### src/rtl/systolic_2x2_tile_ctrl.sv
// Sequencer for a 2x2 MAC systolic array: clears it, feeds a skewed A/B wavefront, drains, holds the result.
// Latency accept->out_valid = 4+DRAIN_CYCLES; one tile in flight; optional counters under SA_TILE_CTRL_PERF_EN.
module systolic_2x2_tile_ctrl #(
  parameter int WIDTH_A      = 16,
  parameter int WIDTH_B      = 16,
  parameter int WIDTH_OUT    = 16,
  parameter int DRAIN_CYCLES = 3
) (
  input  logic                   clk_i,
  input  logic                   rst_i,
  input  logic                   in_valid_i,
  output logic                   in_ready_o,
  input  logic [4*WIDTH_A-1:0]   in_a_i,
  input  logic [4*WIDTH_B-1:0]   in_b_i,
  output logic                   out_valid_o,
  input  logic                   out_ready_i,
  output logic [4*WIDTH_OUT-1:0] out_c_o,
`ifdef SA_TILE_CTRL_PERF_EN
  output logic [31:0]            tile_count_o,
  output logic [31:0]            busy_cycles_o,
`endif
  output logic                   sa_rst_n_o,
  output logic                   sa_en_o,
  output logic [WIDTH_B-1:0]     sa_north0_o,
  output logic [WIDTH_B-1:0]     sa_north1_o,
  output logic [WIDTH_A-1:0]     sa_west0_o,
  output logic [WIDTH_A-1:0]     sa_west2_o,
  input  logic [4*WIDTH_OUT-1:0] sa_out_i
);

  typedef enum logic [2:0] {
    S_IDLE,
    S_CLEAR,
    S_FEED,
    S_DRAIN,
    S_HOLD
  } state_t;

  localparam logic [3:0] DRAIN_LAST = 4'(DRAIN_CYCLES - 1);

  state_t                 state_q;
  logic [1:0]             step_q;
  logic [3:0]             drain_q;
  logic                   in_ready_q;
  logic                   out_valid_q;
  logic [4*WIDTH_OUT-1:0] out_c_q;
  logic [4*WIDTH_A-1:0]   a_q;
  logic [4*WIDTH_B-1:0]   b_q;
  logic                   sa_rst_n_q;
  logic                   sa_en_q;
  logic [WIDTH_B-1:0]     north0_q, north1_q;
  logic [WIDTH_A-1:0]     west0_q, west2_q;

  logic [1:0]             feed_step_d;
  logic [WIDTH_B-1:0]     north0_d, north1_d;
  logic [WIDTH_A-1:0]     west0_d, west2_d;

  logic [WIDTH_A-1:0]     a00, a01, a10, a11;
  logic [WIDTH_B-1:0]     b00, b01, b10, b11;
  logic                   in_hs;
  logic                   out_hs;

  assign a00 = a_q[4*WIDTH_A-1 -: WIDTH_A];
  assign a01 = a_q[3*WIDTH_A-1 -: WIDTH_A];
  assign a10 = a_q[2*WIDTH_A-1 -: WIDTH_A];
  assign a11 = a_q[WIDTH_A-1:0];
  assign b00 = b_q[4*WIDTH_B-1 -: WIDTH_B];
  assign b01 = b_q[3*WIDTH_B-1 -: WIDTH_B];
  assign b10 = b_q[2*WIDTH_B-1 -: WIDTH_B];
  assign b11 = b_q[WIDTH_B-1:0];

  assign in_hs  = in_valid_i && in_ready_q;
  assign out_hs = out_valid_q && out_ready_i;

  // Edge values for the step being entered: row 1 / column 1 lag by one cycle (skew).
  always_comb begin
    feed_step_d = (state_q == S_CLEAR) ? 2'd0 : step_q + 2'd1;
    north0_d    = '0;
    north1_d    = '0;
    west0_d     = '0;
    west2_d     = '0;
    case (feed_step_d)
      2'd0: begin
        north0_d = b00;
        west0_d  = a00;
      end
      2'd1: begin
        north0_d = b10;
        north1_d = b01;
        west0_d  = a01;
        west2_d  = a10;
      end
      2'd2: begin
        north1_d = b11;
        west2_d  = a11;
      end
      default: ;
    endcase
  end

  always_ff @(posedge clk_i) begin
    if (rst_i) begin
      state_q     <= S_IDLE;
      step_q      <= '0;
      drain_q     <= '0;
      in_ready_q  <= 1'b1;
      out_valid_q <= 1'b0;
      out_c_q     <= '0;
      a_q         <= '0;
      b_q         <= '0;
      sa_rst_n_q  <= 1'b0;
      sa_en_q     <= 1'b0;
      north0_q    <= '0;
      north1_q    <= '0;
      west0_q     <= '0;
      west2_q     <= '0;
    end else begin
      case (state_q)
        S_IDLE: begin
          sa_rst_n_q <= 1'b1;
          sa_en_q    <= 1'b0;
          if (in_hs) begin
            a_q        <= in_a_i;
            b_q        <= in_b_i;
            in_ready_q <= 1'b0;
            sa_rst_n_q <= 1'b0;
            state_q    <= S_CLEAR;
          end
        end
        S_CLEAR: begin
          sa_rst_n_q <= 1'b1;
          sa_en_q    <= 1'b1;
          step_q     <= 2'd0;
          north0_q   <= north0_d;
          north1_q   <= north1_d;
          west0_q    <= west0_d;
          west2_q    <= west2_d;
          state_q    <= S_FEED;
        end
        S_FEED: begin
          if (step_q == 2'd2) begin
            step_q   <= 2'd0;
            drain_q  <= 4'd0;
            north0_q <= '0;
            north1_q <= '0;
            west0_q  <= '0;
            west2_q  <= '0;
            state_q  <= S_DRAIN;
          end else begin
            step_q   <= feed_step_d;
            north0_q <= north0_d;
            north1_q <= north1_d;
            west0_q  <= west0_d;
            west2_q  <= west2_d;
          end
        end
        S_DRAIN: begin
          if (drain_q == DRAIN_LAST) begin
            out_c_q     <= sa_out_i;
            out_valid_q <= 1'b1;
            sa_en_q     <= 1'b0;
            drain_q     <= 4'd0;
            state_q     <= S_HOLD;
          end else begin
            drain_q <= drain_q + 4'd1;
          end
        end
        S_HOLD: begin
          if (out_hs) begin
            out_valid_q <= 1'b0;
            in_ready_q  <= 1'b1;
            state_q     <= S_IDLE;
          end
        end
        default: begin
          in_ready_q <= 1'b1;
          state_q    <= S_IDLE;
        end
      endcase
    end
  end

`ifdef SA_TILE_CTRL_PERF_EN
  logic [31:0] tile_count_q;
  logic [31:0] busy_cycles_q;

  always_ff @(posedge clk_i) begin
    if (rst_i) begin
      tile_count_q  <= '0;
      busy_cycles_q <= '0;
    end else begin
      if (out_hs) begin
        tile_count_q <= tile_count_q + 32'd1;
      end
      if (state_q != S_IDLE) begin
        busy_cycles_q <= busy_cycles_q + 32'd1;
      end
    end
  end

  assign tile_count_o  = tile_count_q;
  assign busy_cycles_o = busy_cycles_q;
`else
  // Counters and their ports are compiled out entirely.
`endif

  assign in_ready_o  = in_ready_q;
  assign out_valid_o = out_valid_q;
  assign out_c_o     = out_c_q;
  assign sa_rst_n_o  = sa_rst_n_q;
  assign sa_en_o     = sa_en_q;
  assign sa_north0_o = north0_q;
  assign sa_north1_o = north1_q;
  assign sa_west0_o  = west0_q;
  assign sa_west2_o  = west2_q;

endmodule

### config.mk
export PLATFORM = sky130hd
export DESIGN_NAME = systolic_2x2_tile_ctrl
export DESIGN_NICKNAME = d
export VERILOG_FILES = /design/src/rtl/systolic_2x2_tile_ctrl.sv
export SDC_FILE = /design/constraint.sdc
export NUM_CORES = 1
export LEC_CHECK = 0
export BUFFER_PORTS_ARGS = -buffer_cell sky130_fd_sc_hd__clkbuf_2
export CAP_MARGIN = 20
export CORE_MARGIN = 3
export CORE_UTILIZATION = 45
export CTS_BUF_LIST = sky130_fd_sc_hd__clkbuf_8
export DETAILED_ROUTE_END_ITERATION = 16
export PLACE_DENSITY_LB_ADDON = 0.25
export SLEW_MARGIN = 20
export SYNTH_ARGS = -nofsm -noshare
export SYNTH_HDL_FRONTEND = slang
export SYNTH_SLANG_ARGS = --single-unit
### constraint.sdc
create_clock -name clk_i -period 4 [get_ports clk_i]
set_clock_uncertainty 0.15 [all_clocks]
set_input_delay 0.4 -clock clk_i [delete_from_list [all_inputs] [get_ports clk_i]]
set_output_delay 0.4 -clock clk_i [all_outputs]
set_load 0.01 [all_outputs]
==> out/qor.yml, run 1 <==
worst_setup_path:
  critPathKind: "reg2reg"
  setup.worst_path.end_class: "flop"
  crit_path_start: "step_q[0]$_SDFFE_PP0P_"
  worst_path_dominant_cell_family: "adder cells"
  slowest_delay_ps: 690
  cp.required_ps: 4280
  worst-path-buf-inv: 3
  critPathSlowestCell: "ha_1"
  path_cells: "buf_4 -> inv_1 -> ha_1 -> or2_2 -> ha_2 -> buf_4 -> a221o_1 -> a22o_1"
  critical_path_peak_fanout: 35
  crit_path_frequent_cell: "buf_4"
  r2r_start: "step_q[0]$_SDFFE_PP0P_"
  crit_path_start_kind: "flop"
  cp.arrival_ps: 3470
sta:
  maxSlewViolCount: 0
  post-route-min-period_ps: 3190
  rsz0062_at_grt: "false"
  max_slew_margin_pct: 36.0
  hold_viol_final: 0
  worst_pin_slew_ps: 960
  finalSetupViolations: 0
  fmax_mhz: 314
  fin_crit_sh_pct: 79.6
  fin_tns_setup_ps: 0
global_route:
  grt_pass1_wl_um: 60300
  track_usage_pct: 27.5
  antenna_found_initial: 2
  grt-ovfl-total: 0
  grt_max_degree: 114
  grt_pass1_vias: 11500
cts:
  cts_setup_buffers: 0
  clock_sinks: 269
  cts_buffer_depth: 3
  root_buffer: "clkbuf_8"
  tritoncts: "built"
  path_clk_slew_ps: 70
  clk_latency_ps: 550
  ctsResizeCount: 0
  cts_buffers: 43
  cts_hold_buffers: 186
  htree_levels: 2
route:
  drtIter0Drc: 1214
  route.detailed.drc: 0
  wl_per_cell_um: 18.7
  final_antenna_net_count: 0
  wl_um: 38700
  viasPerCell: 5.80
  via_count: 12000
  drt_pre_antenna_iters: 6
logic_synthesis:
  ys_ff_latch: 269
  netlist_area_um2: 11200
  synthCells: 1301
  syn_nets: 1502
  yosysWarnings: 0
  yosys.area.top_type: "dfxtp_1"
  synth_area_leaders: "dfxtp_1 48%, a21oi_1 10%, nand3_1 8.7%, o21ai_1 5.3%, a22o_1 5.0%"
  synth_flop_cell: "dfxtp_1"
  synth_top_family_by_area: "compound AO/OA/AOI/OAI gates"
  synthAdderAreaFrac_pct: 0.561
  synth_mux_area_share_pct: 0.101
  synth.avg_cell_area_um2: 8.57
  synthXorXnorAreaFrac_pct: 0.157
  ys_seq_area_share_pct: 48.3
  ys_types: 46
  synth_compound_area_share_pct: 31.8
  synth_edf_count: 0
  synth_top_area_share_pct: 48.3
  async_flop_share_pct: 0
  synth_simple_gate_area_share_pct: 12.2
power_and_ir_drop:
  ir_worst_vdd_mv: 0.259
  power_density_nw_per_um2: 414
  leakagePower_nw: 6.27
  p_total_mw: 6.37
layout:
  layout_commonest_cell: "clkbuf_2"
  seq_area_um2: 5390
  syn2layout_area_growth_pct: 38.1
  final_cell_mix: "326 x clkbuf_2, 267 x dfxtp_1, 231 x a21oi_1"
  fillers: 1995
  nets: 1927
  drive_gt1_share_pct: 24.4
  multi_input_area_um2: 5040
worst_hold_path:
  hold_start: "in_a_i[33]"
  hold_class: "in2reg"
die:
  placementRows: 56
  ios: 328
  chipWidth_um: 163
  coreArea_um2: 23900
  die_h_um: 163
  die_area_um2: 26700
  start_util_pct: 46.7
placement:
  io_buffers: 327
  post-dp-hpwl_um: 22000
  gp_congestion: 0.831
run_status:
  outcome: "finished clean"
flow_run:
  max_cap_viol_count: 0
worst paths after layout:
kind	end	depth (start not counted)	slack (ps)
worst max register to register	sa_west0_o[3]$_SDFFE_PP0P_	8	810
worst min register to register	out_c_o[49]$_SDFFE_PP0P_	2	320
worst max-delay path	sa_west0_o[3]$_SDFFE_PP0P_	8	810
worst min-delay path	a_q[33]$_SDFFE_PP0P_	3	20
cells by family after synthesis:
family | after synthesis
AOI/OAI and AO/OA | 602
xor gates and xnor gates | 2
adders and majority gates | 5
buffers and inverters | 167
DFF | 269
muxes | 1
and+or+nand+nor | 255
report_power, final:
part           switching [mW]  internal [mW]  leakage, nW
logic                   0.707          0.458         3.62
registers               0.108           2.83         2.19
clock network            1.06           1.21        0.461
total                    1.87           4.50         6.27
final cells by class:
type                            count  area share, %
Sequential cell                   269           35.0
Inverter                            8          0.227
Clock inverter                     20          0.763
Clock buffer                       51           4.56
Tap cell                          319           2.59
Timing Repair Buffer              539           24.1
Multi-Input combinational cell    865           32.7
Antenna cell                        2         0.0325
routing by layer:
metal  wire length (µm)  GRT usage, %
met5                  0             0
met1              15700          34.8
met2              18600          46.2
met4               1510          11.4
met3               2870          4.97
stage by stage:
stage / hold WS (ps) / instance area, µm² / setup WS, ps / cells / utilization [%]
after floorplan: 304 / 11200 / 1110 / 1301 / -
final: 17.2 / 15400 / 815 / 2073 / 64.5
after global placement: 310 / 12700 / 906 / 1814 / 53.2
after detailed placement: 316 / 12700 / 851 / 1814 / 53.2
after CTS: 1.52 / 15400 / 846 / 2071 / 64.4
after global routing: 20.7 / 15400 / 633 / 2073 / 64.5
Yosys cell counts, types with 2 or more instances:
library cell and instances:
buf_2 35, nand3b_1 2, clkbuf_1 99, a41oi_1 2
buf_4 2, nand3_1 193, buf_1 11, a221o_1 32
nor2_1 8, dfxtp_1 269, or2_2 2, a211oi_1 3
a311oi_1 2, buf_6 12, nor4b_2 2, o21ai_1 117
o211ai_1 32, nand2_1 6, o32ai_1 2, and3_1 32
o21ai_0 109, a22o_1 64, inv_1 7, ha_1 5
a21oi_1 232
tightest hold or removal path: cells and delay by family:
| family | cells | cell delay, ps |
|---|---|---|
| buffers and inverters | 1 | 120 |
| and+or+nand+nor | 1 | 90 |
| AOI/OAI and AO/OA | 1 | 60 |
registers in the layout, indices dropped and copies added, names as in the netlist, 3 cells and up:
register and cells:
a_q 64, sa_north1_o 16, state_q 3, out_c_o 64, drain_q 4, sa_west0_o 16
b_q 64, sa_north0_o 16, sa_west2_o 16
Power figures use the tool's default switching activity.
==> inputs of run 2 (changes only) <==
--- a/config.mk
+++ b/config.mk
@@ -5,6 +5,7 @@
 export SDC_FILE = /design/constraint.sdc
 export NUM_CORES = 1
 export LEC_CHECK = 0
+export ABC_AREA = 1
 export BUFFER_PORTS_ARGS = -buffer_cell sky130_fd_sc_hd__clkbuf_2
 export CAP_MARGIN = 20
 export CORE_MARGIN = 3
==> constraint.sdc (replaced) <==
create_clock -name clk_i -period 2.91 [get_ports clk_i]
set_clock_uncertainty 0.15 [all_clocks]
set_input_delay 0.291 -clock clk_i [delete_from_list [all_inputs] [get_ports clk_i]]
set_output_delay 0.291 -clock clk_i [all_outputs]
set_load 0.01 [all_outputs]
==> run 2 against run 1 <==
Cell count rose by 6.0%. Sequential cell count unchanged. Worst setup slack lost 140 ps.
==> out/qor.yml, run 2 <==
run_status:
  outcome: "finished clean"  # unchanged
logic_synthesis:
  synth_top_family_by_area: "simple AND/OR/NAND/NOR gates"  # was compound AO/OA/AOI/OAI gates
  async_flop_share_pct: 0  # unchanged
  synth_flop_cell: "dfxtp_1"  # unchanged
  synth_area_leaders: "dfxtp_1 52%, nor2_1 12%, o21ai_0 10%, nand2_1 9.1%, a21oi_1 5.1%"  # was dfxtp_1 48%, a21oi_1 10%, nand3_1 8.7%, o21ai_1 5.3%, a22o_1 5.0%
  ys_ff_latch: 269  # unchanged
  ys_seq_area_share_pct: 51.8  # was 48.3%
  synthCells: 1392  # was 1301
  ys_types: 28  # was 46
  synth_commonest_cells: "330 x nor2_1, 269 x dfxtp_1, 251 x nand2_1"  # was 269 x dfxtp_1, 232 x a21oi_1, 193 x nand3_1
  synth_top_area_share_pct: 51.8  # was 48.3%
  synth_mux_area_share_pct: 0  # was 0.101%
  synthMostInstantiatedCell: "nor2_1"  # was dfxtp_1
  synth_compound_area_share_pct: 16.1  # was 31.8%
  netlist_area_um2: 10400  # was 11200 µm²
  yosys.area.top_type: "dfxtp_1"  # unchanged
  synth_edf_count: 0  # unchanged
  synth_simple_gate_area_share_pct: 24.4  # was 12.2%
  synth.avg_cell_area_um2: 7.47  # was 8.57 µm²
  synthAdderAreaFrac_pct: 0.602  # was 0.561%
  yosysWarnings: 0  # unchanged
  syn_nets: 1593  # was 1502
  synthXorXnorAreaFrac_pct: 0.0842  # was 0.157%
power_and_ir_drop:
  power_switching_share_pct: 37.3  # was 29.4%
  leakagePower_nw: 7.02  # was 6.27 nW
  power_frac_seq_pct: 39.1  # was 46.0%
  power.internal_mw: 7.79  # was 4.50 mW
  combPwrFrac_pct: 32.5  # was 18.3%
  p_clk_share_pct: 28.5  # was 35.7%
  ir_worst_vdd_mv: 0.669  # was 0.259 mV
  p_sw_mw: 4.64  # was 1.87 mW
  power_density_nw_per_um2: 830  # was 414 nW/µm²
placement:
  io_buffers: 327  # unchanged
  post-dp-hpwl_um: 19900  # was 22000 µm
  place_area_um2: 12100  # was 12700 µm²
  dpl_worst_slack_ps: 705  # was 851 ps
  gp_congestion: 0.799  # was 0.831
  placedCellCount: 1919  # was 1814
layout:
  multi_input_area_um2: 4280  # was 5040 µm²
  layout_commonest_cell: "nor2_1"  # was clkbuf_2
  final_cell_mix: "330 x nor2_1, 326 x clkbuf_2, 269 x dfxtp_1"  # was 326 x clkbuf_2, 267 x dfxtp_1, 231 x a21oi_1
  nets: 2080  # was 1927
  post-route-util_pct: 67.2  # was 64.5%
  fillers: 1792  # was 1995
  syn2layout_area_growth_pct: 44.1  # was 38.1%
  fin_cells: 2197  # was 2073
  seq_area_um2: 5390  # about the same
  drive_gt1_share_pct: 22.9  # was 24.4%
  final_area_um2: 15000  # was 15400 µm²
cts:
  cts_buffer_depth: 3  # unchanged
  tritoncts: "built"  # unchanged
  path_clk_slew_ps: 60  # was 70 ps
  htree_levels: 2  # unchanged
  cts_buffers: 46  # was 43
  root_buffer: "clkbuf_8"  # unchanged
  clk_latency_ps: 540  # was 550 ps
  cts_setup_buffers: 0  # unchanged
  clock_sinks: 269  # unchanged
  ctsResizeCount: 0  # unchanged
worst_setup_path:
  crit_path_start_kind: "flop"  # unchanged
  critPathSlowestCell: "dfxtp_1"  # was ha_1
  cp.arrival_ps: 2530  # was 3470 ps
  setup.worst_path.end_class: "flop"  # unchanged
  worstReg2RegEnd: "sa_west2_o[3]$_SDFFE_PP0P_"  # was sa_west0_o[3]$_SDFFE_PP0P_
  critPathKind: "reg2reg"  # unchanged
  cp.required_ps: 3200  # was 4280 ps
  crit_path_start: "step_q[0]$_SDFFE_PP0P_"  # unchanged
  crit_path_frequent_cell: "inv_1"  # was buf_4
  critical_path_peak_fanout: 32  # was 35
  rrSetupSlack_ps: 670  # was 810 ps
  slowest_delay_ps: 360  # was 690 ps
  ff2ff_path_depth: 9  # was 8
  path_cells: "inv_1 -> ha_1 -> nor2_1 -> inv_1 -> ha_1 -> inv_1 -> buf_4 -> nand4_1 -> a21oi_1"  # was buf_4 -> inv_1 -> ha_1 -> or2_2 -> ha_2 -> buf_4 -> a221o_1 -> a22o_1
  r2r_start: "step_q[0]$_SDFFE_PP0P_"  # unchanged
die:
  ios: 328  # unchanged
  die_h_um: 158  # was 163 µm
  placementRows: 54  # was 56
  coreArea_um2: 22300  # was 23900 µm²
  chipWidth_um: 158  # was 163 µm
  start_util_pct: 46.6  # was 46.7%
  die_area_um2: 25000  # was 26700 µm²
worst_hold_path:
  hold_start: "out_ready_i"  # was in_a_i[33]
  whs_endpoint: "state_q[2]$_SDFFE_PP0P_"  # was a_q[33]$_SDFFE_PP0P_
  hold_depth: 4  # was 3
  hold_class: "in2reg"  # unchanged
sta:
  layout_setup_ws_ps: 672  # was 815 ps
  fin_tns_setup_ps: 0  # unchanged
  post-route-min-period_ps: 2240  # was 3190 ps
  rsz0062_at_grt: "false"  # unchanged
  finalSetupViolations: 0  # unchanged
  fin_crit_sh_pct: 76.9  # was 79.6%
  worst_pin_slew_ps: 976  # was 960 ps
  fmax_mhz: 447  # was 314 MHz
  max_slew_margin_pct: 35.0  # was 36.0%
  hold_viol_final: 0  # unchanged
  maxSlewViolCount: 0  # unchanged
route:
  wl_per_cell_um: 16.2  # was 18.7 µm
  via_count: 11400  # was 12000
  viasPerCell: 5.18  # was 5.80
  drtIter0Drc: 824  # was 1214
  drt_pre_antenna_iters: 7  # was 6
  final_antenna_net_count: 0  # unchanged
  route.detailed.drc: 0  # unchanged
  wl_um: 35600  # was 38700 µm
global_route:
  grt-ovfl-total: 0  # unchanged
  grt_max_degree: 99  # was 114
  grt_pass1_vias: 11700  # was 11500
  track_usage_pct: 28.0  # was 27.5%
  grt_pass1_wl_um: 56700  # was 60300 µm
  antenna_found_initial: 2  # unchanged
flow_run:
  max_cap_viol_count: 0  # unchanged
-- run 2: changes by cell type after synthesis, moves of 32 or more --
cell	change
a21oi_1	-127
a221o_1	-32
a22o_1	-64
and3_1	-32
clkbuf_1	-45
inv_1	+35
nand2_1	+245
nand3_1	-185
nand4_1	+33
nor2_1	+322
o211ai_1	-32
o21ai_0	+101
o21ai_1	-103
-- run 2: power groups by stage --
stage | clock [mW] | sequential (mW) | combinational (mW)
floorplan | 0 | 4.91 | 2.64
global placement | 0 | 4.89 | 3.71
detailed placement | 0 | 4.91 | 3.77
CTS | 3.59 | 4.85 | 4.00
global route | 3.78 | 4.93 | 4.52
finish | 3.54 | 4.86 | 4.04
-- run 2: how the worst max path moves through the flow --
stage	cells after the start	end	slack [ps]
CTS	9	sa_north1_o[15]$_SDFFE_PP0P_	680
global route	10	sa_west2_o[15]$_SDFFE_PP0P_	490
detailed placement	9	sa_west2_o[3]$_SDFFE_PP0P_	700
finish	9	sa_west2_o[3]$_SDFFE_PP0P_	670
global placement	10	sa_west2_o[2]$_SDFFE_PP0P_	800
floorplan	11	sa_west2_o[0]$_SDFFE_PP0P_	890
-- run 2: timing repair --
item | CTS | global route
hold endpoints to repair | 192 | 0
endpoints found under the setup margin | 0 | 0
hold buffers | 192 | 0
-- run 2: layout make-up --
class	instances	share of cell area, %
Timing Repair Buffer	541	25.3
Inverter	48	1.24
Antenna cell	3	0.0501
Tap cell	280	2.34
Clock inverter	16	0.443
Multi-Input combinational cell	973	28.6
Sequential cell	269	35.9
Clock buffer	67	6.15
-- run 2: cells by family (layout without fill, tap and decap cells) --
group,Yosys count,in the layout
flip-flops,269,269
AND/OR/NAND/NOR,634,634
adder cells (fa/ha/maj),5,5
XOR/XNOR,1,1
other,0,3
AO/OA/AOI/OAI,333,333
buffers and inverters,150,672
-- run 2: metrics by stage --
| step | hold WS (ps) | power (mW) |
|---|---|---|
| 4_1_cts | 46.3 | 12.4 |
| 5_1_grt | 88.5 | 13.2 |
| 2_1_floorplan | 275 | 7.54 |
| 3_5_place_dp | 291 | 8.69 |
| 6_report | 75.9 | 12.4 |
| 3_3_place_gp | 283 | 8.60 |
-- run 2: layer usage --
layer / vias up / global-route usage, % / part of all wire (%)
met4: 0 / 15.9 / 5.1
met1: 5157 / 31.6 / 38
met5: - / 0 / 0
met3: 148 / 7.57 / 9.1
met2: 587 / 47.6 / 47
li1: 5478 / - / -
-- run 2: worst max-delay path, delay by kind of cell, from the launching register on --
| kind | cells | cell delay (ps) |
|---|---|---|
| AO/OA/AOI/OAI | 1 | 160 |
| buffers and inverters | 4 | 550 |
| adder cells (fa/ha/maj) | 2 | 600 |
| AND/OR/NAND/NOR | 2 | 320 |
| flip-flops | 1 | 360 |
